### src/rtl/reg_32b.sv
`default_nettype none
// ============================================================================
// Module   : reg_32b
// Purpose  : Parallel-load word register built from one D flip-flop per bit.
//            On every rising clk edge each bit captures data_in, or loads
//            RESET_VALUE when res is sampled high. There is no enable, so the
//            register reloads every cycle while res is low.
// Ports    : data_out [0:WIDTH-1] out  registered word, bit 0 is the MSB
//            data_in  [0:WIDTH-1] in   word captured at each rising edge
//            clk                  in   clock, rising edge active
//            res                  in   synchronous active-high clear
// Revision : 1.0  initial release
// ============================================================================

// ----------------------------------------------------------------------------
// Single-bit D flip-flop with synchronous clear. When the clear is sampled
// high the flop loads i_clr_val instead of i_d.
// ----------------------------------------------------------------------------
module reg_32b_dff (
    output logic o_q,
    input  logic i_d,
    input  logic clk,
    input  logic i_clr,
    input  logic i_clr_val
);

    logic r_q;

    always_ff @(posedge clk) begin
        if (i_clr) begin
            r_q <= i_clr_val;
        end else begin
            r_q <= i_d;
        end
    end

    assign o_q = r_q;

endmodule

// ----------------------------------------------------------------------------
// Word register: WIDTH independent bit cells sharing clk and res. Bit i of
// data_out is driven only by the cell fed from bit i of data_in, so there is
// no reordering and no combinational path from data_in to data_out.
// ----------------------------------------------------------------------------
module reg_32b #(
    parameter int                 WIDTH       = 32,
    parameter logic [0:WIDTH-1]   RESET_VALUE = '0
) (
    output logic [0:WIDTH-1] data_out,
    input  logic [0:WIDTH-1] data_in,
    input  logic             clk,
    input  logic             res
);

    logic [0:WIDTH-1] w_q;

    for (genvar gi = 0; gi < WIDTH; gi++) begin : g_bit
        reg_32b_dff u_dff (
            .o_q       (w_q[gi]),
            .i_d       (data_in[gi]),
            .clk       (clk),
            .i_clr     (res),
            .i_clr_val (RESET_VALUE[gi])
        );
    end

    assign data_out = w_q;

endmodule

`default_nettype wire

### config.mk
export PLATFORM = sky130hd
export DESIGN_NAME = reg_32b
export DESIGN_NICKNAME = d
export VERILOG_FILES = /design/src/rtl/reg_32b.sv
export SDC_FILE = /design/constraint.sdc
export NUM_CORES = 1
export LEC_CHECK = 0
export ABC_AREA = 0
export CAP_MARGIN = 0
export CORE_AREA = 2 2 66 56
export CTS_CLUSTER_DIAMETER = 40
export DETAILED_ROUTE_END_ITERATION = 6
export DIE_AREA = 0 0 68 58
export PLACE_DENSITY = 0.74
export SYNTH_ARGS = -nofsm -noshare
export SYNTH_HDL_FRONTEND = slang
export SYNTH_SLANG_ARGS = --single-unit
### constraint.sdc
create_clock -name clk -period 0.8 [get_ports clk]
set_clock_uncertainty 0.1 [all_clocks]
set_input_delay 0.16 -clock clk [delete_from_list [all_inputs] [get_ports clk]]
set_output_delay 0.16 -clock clk [all_outputs]
set_load 0.03 [all_outputs]
# [Word-level counts from Yosys, hierarchy flattened]
# Index checks and enable logic that the tools add are counted.
[word_totals] reg_bits=32 out_inout_bits=32 inputBits=34 wordCells=32

# [Depth between registers and ports, before layout]
[logic_depth] word_depth=0 depth_mapped=2 depth_no_buf=1

# [Modules after synthesis]
# Synthesis repeated with hierarchy kept, for this count alone.
[hier_totals] cells_unflattened=65 hier_area_um2=1124.8
[by_module_without_submodules] module="reg_32b_dff" cells_each=2 area_each_um2=35.0 n_inst=32 seq_area_each_um2=20.0
[by_module_without_submodules] module="reg_32b" cells_each=1 area_each_um2=3.8 n_inst=1 seq_area_each_um2=0.0

# [Worst setup path after synthesis]
# OpenSTA, ideal clock, no wires.
[synth_path] path_kind="register -> output" startpoint="register g_bit[0].u_dff.r_q" endpoint="output data_out[0] (netlist bit)" path_slack_ns=0.113 path_buffers=1 required_ns=0.540 path_stages_with_launch=2 t_arrival_ns=0.427 path_cell_list="dfxtp_1 buf_4"
[synth_lines] element="start, declared" line_no="27" rtl="logic r_q;"
[synth_lines] element="start signal, assigned" line_no="31" rtl="r_q <= i_clr_val;"
[synth_lines] element="start signal, assigned" line_no="33" rtl="r_q <= i_d;"
[synth_lines] element="end, declared" line_no="50" rtl="output logic [0:WIDTH-1] data_out,"
# No word-level cell between the ends.

# [Worst setup path after layout]
[layout_path] startpoint="register g_bit[28].u_dff.r_q" endpoint="output data_out[28] (netlist bit)"
[layout_lines] element="start, declared" line_no="27"
[layout_lines] element="start signal, assigned" line_no="31"
[layout_lines] element="start signal, assigned" line_no="33"
# No word-level cell between the ends.

==> flow_summary_export.csv <==
group,metric,value,unit
run_status,status,"complete, but fails checks",
run_status,violations,"negative setup slack",
placement,io_buffers,65,
finish,synthToLayoutAreaGrowth,60.7,%
job,cap_violations,0,
drt,antenna_left,0,
global_routing,grt_max_degree,15,
setup_path,crit_buf_inv,1,
global_routing,grt_pass1_wl,3000,µm
logic_synthesis,synth_area_leader_cell,"dfxtp_1",
die,dieWidth,68,µm
logic_synthesis,synth.net_count,133,
logic_synthesis,syn_area_per_cell,11.1,µm²
min_path,hold_class,"primary input to register",
logic_synthesis,ys_ff_latch,32,
clock_network,post_cts_buffers,0,
finish,layout.nets,173,
finish,postLayoutCoreUtil,0.540,
die,io_pins,66,
pwr,p_leak,0.750,nW
global_routing,overflow,0,
timing,period_needed,0.989,ns
global_routing,grt.total_usage,0.106,
setup_path,path_max_fanout,1,
placement,dpl.hpwl,1480,µm
setup_path,cpLargestDelayFamily,"flip-flops",
logic_synthesis,ys_types,3,
drt,first_pass_iters,2,
drt,drt_iter0_drc,18,
timing,relSlewSlack,0.887,
timing,setup_viol,32,
setup_path,cpPeakStageDelay,0.33,ns
min_path,hp-start,"res",
drt,drc,0,
logic_synthesis,yosys-top-cells-area,"dfxtp_1 58%, buf_4 24%, nor2b_1 18%",
timing,worst_slack,-0.189,ns
setup_path,worst_ep_arrival_time,0.73,ns
setup_path,cp_cell_sequence,"buf_6",
timing,worstMarginPinSlew,0.170,ns
die,die_y,58,µm
die,rows,19,
finish,diodes,0,
finish,drive_gt1_frac,0.536,
placement,placedCellCount,173,
drt,wire_per_inst,10.7,µm
pwr,p_per_area,2240,nW/µm²
logic_synthesis,yosysWarnings,0,
logic_synthesis,syn-instance-count,99,
timing,rsz0062_at_grt,"yes",
pwr,peakVddDrop,0.00110,V
clock_network,clk_pin_slew,0.07,ns
timing,fmax,1010,MHz
clock_network,cts-root-buf,"clkbuf_8",
setup_path,end_kind,"output pin",
finish,largest_reg_flops,32,
clock_network,cts_sinks,32,
clock_network,h-tree-depth,2,
drt,routed_wl,1940,µm
finish,finalNonFillerCells,182,
setup_path,path_class,"register to output pin",
drt,routed_via_density,3.70,
timing,hold_viol,0,
timing,fin_crit_sh,1.24,
logic_synthesis,seq_area_frac_synth,0.580,
clock_network,clk_path_buf_depth,2,
logic_synthesis,synth.cell_area,1100,µm²
logic_synthesis,synth_top_cell_area_share,0.580,
placement,gp_congestion,0.630,
die,start_util,0.336,
drt,vias,673,
die,core_area,3280,µm²
clock_network,cts_tree,"yes",
die,dieArea,3940,µm²
min_path,hold_depth,3,
clock_network,cts_buffers,5,
timing,drv_slew,0,
setup_path,crit_required,0.54,ns
setup_path,cp_slowest_cell,"dfxtp_2",
setup_path,start_kind,"register",
global_routing,grt_pass1_vias,675,
finish,n_fill_cell,282,
min_path,hold_end,"g_bit[22].u_dff.o_q",
global_routing,antenna_found_initial,0,
routing by layer:
layer / GRT usage / vias up / routed length [µm] / part of all wire
met2: 0.173 / 39 / 961 / 0.49
met1: 0.109 / 291 / 740 / 0.38
met3: 0.0602 / 2 / 233 / 0.12
li1: - / 341 / - / -
met5: 0 / - / 0 / 0
met4: 0.0514 / 0 / 8 / 0.0041
synthesized netlist by cell type:
cell     count
buf_4       35
dfxtp_1     32
nor2b_1     32
final cells by class:
type	count	area (µm²)	area share
multi-input cells	32	200	0.113
repair buffers	68	713	0.402
clock inverters	1	30.0	0.0169
well taps	42	52.6	0.0296
flip-flops and latches	32	681	0.384
clock buffers	7	96.3	0.0543
report_power, final:
group	internal (mW)	total [mW]	switching [mW]	leakage, nW
logic	0.342	0.602	0.260	0.410
registers	1.70	1.74	0.0402	0.275
clock network	1.10	1.63	0.535	0.0645
worst max-delay path by stage:
stage | startpoint | endpoint | slack [ns] | cells past startpoint
3_3_place_gp | res | g_bit[21].u_dff.o_q | -0.33 | 3
5_1_grt | g_bit[13].u_dff.o_q | data_out[13] | -0.22 | 1
3_5_place_dp | res | g_bit[22].u_dff.o_q | -0.36 | 3
6_report | g_bit[28].u_dff.o_q | data_out[28] | -0.19 | 1
4_1_cts | g_bit[28].u_dff.o_q | data_out[28] | -0.20 | 1
2_1_floorplan | g_bit[0].u_dff.o_q | data_out[0] | 0.11 | 1
timing repair:
| item | CTS | global route |
|---|---|---|
| setup endpoints to repair | 64 | 32 |
| hold buffers | 0 | 0 |
| gates cloned | 1 | 0 |
| gates resized for setup | 66 | 0 |
kinds of logic after synthesis:
kind of cell,after synthesis,share of synthesized area
buffers and inverters,35,0.238
AND/OR/NAND/NOR,32,0.181
flip-flops,32,0.580
per-stage QoR:
| stage | total power [mW] | worst slack [ns] | TNS [ns] | hold WS, ns | instance area, µm² |
|---|---|---|---|---|---|
| final | 3.97 | -0.189 | -5.53 | 0.286 | 1770 |
| after detailed placement | 2.29 | -0.359 | -10.71 | 0.489 | 1480 |
| after global placement | 2.28 | -0.328 | -10.03 | 0.490 | 1480 |
| after global routing | 4.15 | -0.220 | -6.53 | 0.310 | 1770 |
| after CTS | 4.03 | -0.203 | -5.95 | 0.304 | 1770 |
| after floorplan | 2.11 | 0.113 | 0 | 0.132 | 1100 |
cells in the final DEF, fill, tap and decap left out, drive strengths merged:
cell | Yosys | final
dlygate4sd2 | 0 | 1
dfxtp | 32 | 32
clkdlybuf4s50 | 0 | 32
bufinv | 0 | 1
nor2b | 32 | 32
clkbuf | 0 | 7
buf | 35 | 35
(Power assumes the default switching activity.)
